$ cat src/rtl/ssd_scan_capture.sv
// ssd_scan_capture: receive-side monitor for a multiplexed seven-segment bus.
// The bus is registered once, and the monitor waits until it has been stable for
// STABLE_CYCLES cycles. It then decodes the segment pattern of the enabled digit
// back to a 4-bit code and assembles 4-digit frames.
// Optional feature: define SSD_CAP_DP_EN to capture decimal points on dp_out;
// when it is undefined, dp_out is tied low.
module ssd_scan_capture #(
   parameter int STABLE_CYCLES = 4
) (
   input  logic        clk,
   input  logic        rst,
   input  logic [7:0]  ssd_display,
   input  logic [3:0]  ssd_ctrl,
   output logic [15:0] bcd_out,
   output logic [3:0]  digit_valid,
   output logic [15:0] frame_bcd,
   output logic        frame_valid,
   output logic        code_error,
   output logic        ctrl_error,
   output logic [3:0]  dp_out
);

   localparam logic [7:0]  STABLE_C = 8'(STABLE_CYCLES);
   localparam logic [11:0] BLANK    = 12'hFFF;

   typedef enum logic [1:0] {IDLE, SETTLE, HELD} state_t;

   logic [11:0] in_q;
   logic        chg_q;
   logic [7:0]  cnt_q;
   state_t      state_q;
   logic [15:0] bcd_q;
   logic [3:0]  valid_q;
   logic [15:0] frame_q;
   logic        frame_valid_q;
   logic        code_error_q;
   logic        ctrl_error_q;
   logic [3:0]  seen_q;

   logic [3:0]  ctrl_low;
   logic        one_low;
   logic [1:0]  dig_idx;
   logic [4:0]  dec;
   logic [15:0] bcd_d;
   logic [3:0]  seen_d;
   logic        settle_done;

   // Map a[6]..g[0] (active low) to {error, code}; unknown patterns give E
   function automatic logic [4:0] decode_seg(input logic [6:0] seg);
      logic [4:0] r;
      case (seg)
         7'b0000001: r = {1'b0, 4'h0};
         7'b1001111: r = {1'b0, 4'h1};
         7'b0010010: r = {1'b0, 4'h2};
         7'b0000110: r = {1'b0, 4'h3};
         7'b1001100: r = {1'b0, 4'h4};
         7'b0100100: r = {1'b0, 4'h5};
         7'b0100000: r = {1'b0, 4'h6};
         7'b0001111: r = {1'b0, 4'h7};
         7'b0000000: r = {1'b0, 4'h8};
         7'b0000100: r = {1'b0, 4'h9};
         7'b0111000: r = {1'b0, 4'hF};
         default:    r = {1'b1, 4'hE};
      endcase
      return r;
   endfunction

   // Work out what a capture of the held bus value would store
   always_comb begin
      // NOTE: every combinational output gets a default first, so no latch is inferred.
      ctrl_low = ~in_q[11:8];
      one_low  = (ctrl_low != 4'b0000) && ((ctrl_low & (ctrl_low - 4'd1)) == 4'b0000);
      dig_idx  = 2'd0;
      for (int i = 0; i < 4; i++) begin
         if (ctrl_low[i]) dig_idx = 2'(i);
      end
      dec   = decode_seg(in_q[7:1]);
      bcd_d = bcd_q;
      bcd_d[{dig_idx, 2'b00} +: 4] = dec[3:0];
      seen_d      = seen_q | ctrl_low;
      settle_done = (state_q == SETTLE) && !chg_q && (cnt_q == STABLE_C);
   end

   // Register the bus and count how long it has stayed unchanged
   always_ff @(posedge clk) begin
      if (rst) begin
         in_q  <= BLANK;
         chg_q <= 1'b0;
         cnt_q <= 8'd0;
      end else begin
         // NOTE: sequential state uses non-blocking assignments so every register sees pre-edge values.
         in_q  <= {ssd_ctrl, ssd_display};
         chg_q <= ({ssd_ctrl, ssd_display} != in_q);
         if (chg_q) begin
            cnt_q <= 8'd1;
         end else if (cnt_q < STABLE_C) begin
            cnt_q <= cnt_q + 8'd1;
         end
      end
   end

   // Scan FSM: one capture or ctrl error per stable dwell; pulses are registered
   always_ff @(posedge clk) begin
      if (rst) begin
         state_q       <= IDLE;
         bcd_q         <= 16'h0000;
         valid_q       <= 4'b0000;
         frame_q       <= 16'h0000;
         frame_valid_q <= 1'b0;
         code_error_q  <= 1'b0;
         ctrl_error_q  <= 1'b0;
         seen_q        <= 4'b0000;
      end else begin
         frame_valid_q <= 1'b0;
         code_error_q  <= 1'b0;
         ctrl_error_q  <= 1'b0;
         if (chg_q) begin
            state_q <= SETTLE;
         end else if (settle_done) begin
            if (one_low) begin
               state_q      <= HELD;
               bcd_q        <= bcd_d;
               valid_q      <= valid_q | ctrl_low;
               code_error_q <= dec[4];
               if (seen_d == 4'hF) begin
                  frame_q       <= bcd_d;
                  frame_valid_q <= 1'b1;
                  seen_q        <= 4'b0000;
               end else begin
                  seen_q <= seen_d;
               end
            end else if (ctrl_low == 4'b0000) begin
               state_q <= IDLE;
            end else begin
               ctrl_error_q <= 1'b1;
               state_q      <= HELD;
            end
         end
      end
   end

`ifdef SSD_CAP_DP_EN
   logic [3:0] dp_q;

   // Store the decimal point of each digit when that digit is captured
   always_ff @(posedge clk) begin
      if (rst) begin
         dp_q <= 4'b0000;
      end else if (settle_done && one_low) begin
         dp_q[dig_idx] <= ~in_q[0];
      end
   end

   assign dp_out = dp_q;
`else
   assign dp_out = 4'b0000;
`endif

   assign bcd_out     = bcd_q;
   assign digit_valid = valid_q;
   assign frame_bcd   = frame_q;
   assign frame_valid = frame_valid_q;
   assign code_error  = code_error_q;
   assign ctrl_error  = ctrl_error_q;

endmodule

$ cat config.mk
export PLATFORM = sky130hd
export DESIGN_NAME = ssd_scan_capture
export DESIGN_NICKNAME = d
export VERILOG_FILES = /design/src/rtl/ssd_scan_capture.sv
export SDC_FILE = /design/constraint.sdc
export NUM_CORES = 1
export LEC_CHECK = 0
export BUFFER_PORTS_ARGS = -buffer_cell sky130_fd_sc_hd__buf_2
export CORE_MARGIN = 3
export CORE_UTILIZATION = 59
export CTS_CLUSTER_DIAMETER = 120
export DETAILED_ROUTE_END_ITERATION = 10
export GPL_TIMING_DRIVEN = 0
export PLACE_DENSITY = 0.84
export SLEW_MARGIN = 20
export SYNTH_ARGS = -nofsm -noshare
export SYNTH_HDL_FRONTEND = slang
export SYNTH_SLANG_ARGS = --single-unit
$ cat constraint.sdc
create_clock -name clk -period 3.45 [get_ports clk]
set_input_delay 0.8625 -clock clk [delete_from_list [all_inputs] [get_ports clk]]
set_output_delay 0.8625 -clock clk [all_outputs]
set_load 0.05 [all_outputs]
==> flow_summary_export.csv <==
group,metric,value,unit
status,run_status,"finished, final reports clean",
yosys,yosysTopAreaCellShare,43.7,%
floorplan,io_pins,57,
placement,port_buffers,52,
grt,grt_antenna_before_repair,0,
cells_and_area,fin_area,3540,um2
yosys,synth_ff_type,"dfxtp_1",
setup_path,r2r_end,"bcd_out[13]",
yosys,synth_cell_types,57,
yosys,yosys-top-cells-count,"dfxtp_1 (66), nand2_1 (21), nor2b_1 (17)",
drt,vias,2662,
drt,final_antenna_net_count,0,
grt,grt_use_total,26.0,%
yosys,synth.most_common_cell,"dfxtp_1",
setup_path,cp-end-kind,"flip-flop",
clocking,cts_buffer_depth,2,
yosys,async_flop_share,0,%
setup_path,cp_common_cell,"inv_1",
cells_and_area,final_layout_size_suffix_gt1_share,26.5,%
timing,max_slew_margin,47.8,%
timing,fin_crit,2.34,ns
setup_path,ff2ff_path_depth,9,
setup_path,slowest_stage,"or3_1",
cells_and_area,final_net_count,407,
yosys,ys_seq_area_share,43.7,%
hold_path,holdCritStartpoint,"digit_valid[0]",
timing,maxSlewViolCount,0,
setup_path,startpoint,"in_q[10]",
hold_path,hp-class,"reg2reg",
setup_path,cp_max_fo,9,
floorplan,fp.dieArea,6020,um2
placement,dp_hpwl,5380,um
setup_path,arrival,2.63,ns
yosys,synthCells,321,
hold_path,worstHoldPathCells,1,
setup_path,rr_startpoint,"in_q[10]",
floorplan,core,4850,um2
setup_path,path_class,"reg2reg",
clocking,cts_resized,0,
timing,post-route-worst-setup-slack,1.11,ns
drt,drc,0,
clocking,clk_latency,0.34,ns
placement,pre_cts_ws,1.16,ns
yosys,avgSynthCellArea,9.42,um2
power_and_ir_drop,power_density,416,nW/um2
drt,drt_iter0_markers,234,
yosys,synth_edf_count,0,
setup_path,rrSetupSlack,1.11,ns
drt,routed_wl,7240,um
timing,finalCritPeriodShare,67.9,%
yosys,ys_ff_latch,66,
flow_run,cap_viol_max_count,0,
yosys,synth_top_area_cell,"dfxtp_1",
hold_path,min_to,"digit_valid[0]",
grt,grt_overflow,0,
clocking,cts_setup_buffers,0,
clocking,clockRootBuffer,"clkbuf_8",
timing,hold_viol_final,0,
clocking,clock-sinks,66,
floorplan,start_util,62.4,%
drt,wire_per_inst,15.8,um
timing,clock.fmax,427,MHz
cells_and_area,antenna_cells,0,
grt,grt_pass1_vias,2610,
placement,dpl_cell_area,3380,um2
setup_path,crit_path_max_incr_delay,0.36,ns
floorplan,die_height,77.6,um
power_and_ir_drop,p_leak,1.51,nW
grt,grt_pass1_wl,12300,um
grt,grt_max_degree,11,
power_and_ir_drop,ir_drop,0.000362,V
yosys,yosysWarningCount,0,
timing,fin_worst_skew,0.00530,ns
clocking,clk_pin_slew,0.07,ns
setup_path,startpoint_type,"flip-flop",
setup_path,cp_cell_sequence,"buf_2, inv_1, o21a_1, inv_1, ha_1, nand2_1, or3_1, nor3_1, a32o_1",
cells_and_area,syn_to_final_growth,17.2,%
yosys,syn_area,3020,um2
clocking,cts_made_buffers,9,
floorplan,rows,25,
yosys,synth_area_leaders,"dfxtp_1 (44%), a32o_1 (4.0%), nor2b_1 (3.5%)",
clocking,cts_hold_buf,0,
floorplan,die_x,77.6,um
timing,rsz0062_at_grt,"false",
timing,tightest_slew,0.780,ns
clocking,cts_htree_levels,3,
timing,fin_setup_tns,0,ns
clocking,cts_tree,"done",
placement,place_congestion,0.869,
drt,vias_per_cell,5.80,
timing,setup_viol,0,
setup_path,required,3.74,ns
drt,drtPass1Iterations,5,
-- power by group --
group          switching [mW]  internal [mW]
combinational          0.0870         0.0520
clock                   0.278          0.277
sequential            0.00733          0.773
total                   0.373           1.10
-- cells in the final DEF (no fill, tap or decap), drive strengths merged, types with 3 or more instances in the layout --
master and instances:
o21ai 15, a31oi 3, and4 3, clkinv 4
a21oi 5, nor3 13, and3 6, buf 68
and3b 3, nor4 5, a32o 12, and2 6
nor2b 17, and4b 3, a311oi 4, clkbuf 20
or2 12, xor2 12, nand3 13, ha 6
nand2 21, nand2b 5, a22oi 12, inv 5
o21a 11, conb 4, dfxtp 66, nor2 16
-- stage by stage --
stage | instances | utilization (%) | hold WS [ns] | total power, mW
floorplan | 324 | - | 0.431 | 0.897
global placement | 443 | 69.7 | 0.442 | 0.929
detailed placement | 443 | 69.7 | 0.445 | 0.934
CTS | 459 | 73.1 | 0.464 | 1.48
global route | 459 | 73.1 | 0.475 | 1.53
finish | 459 | 73.1 | 0.460 | 1.47
-- layout make-up --
type                    count  area [um2]
fillers                   377        1310
plain buffers              23         144
clock inverters             3        15.0
multi-input cells         229        1550
inverters                   6        22.5
clock buffers              13         149
repair buffers             52         260
flip-flops and latches     66        1320
well taps                  67        83.8
-- sequential cells by signal, summed over array words and instances, names as in the netlist --
signal / flops
cnt_q: 8
frame_bcd: 16
seen_q: 4
code_error: 1
chg_q: 1
frame_valid: 1
digit_valid: 4
in_q: 12
bcd_out: 16
state_q: 2
ctrl_error: 1
-- logic make-up (layout without fill, tap and decap cells) --
group	Yosys count	count (layout)	synth area share [%]
xor+xnor	14	14	4.05
fa+ha+maj	6	6	2.48
compound gates	69	69	17.6
simple gates	135	135	26.2
flops	66	66	43.7
mux	1	1	0.331
buf+inv	29	97	5.50
other cells	1	4	0.124
-- worst max path at each step --
stage          depth (start not counted)            to  slack (ns)
2_1_floorplan                          8   bcd_out[15]        1.50
3_3_place_gp                           9  frame_bcd[7]        1.20
3_5_place_dp                           9   bcd_out[13]        1.16
4_1_cts                                9   bcd_out[13]        1.15
5_1_grt                                9   bcd_out[13]        0.91
6_report                               9   bcd_out[13]        1.11
-- critical path: cells and delay by family, from the launching register on --
family / cells / cell delay [ns]
AND/OR/NAND/NOR: 3 / 0.82
AO/OA/AOI/OAI: 2 / 0.46
buffers and inverters: 3 / 0.41
flip-flops: 1 / 0.31
adder cells (fa/ha/maj): 1 / 0.29
-- metal layers --
layer / vias up / GRT usage (%) / part of all wire (%)
met1: 1245 / 33.0 / 44
met4: 0 / 14.6 / 2.6
met5: - / 0 / 0
met3: 18 / 5.34 / 7.1
li1: 1287 / - / -
met2: 112 / 41.2 / 46
(Power assumes the default switching activity.)
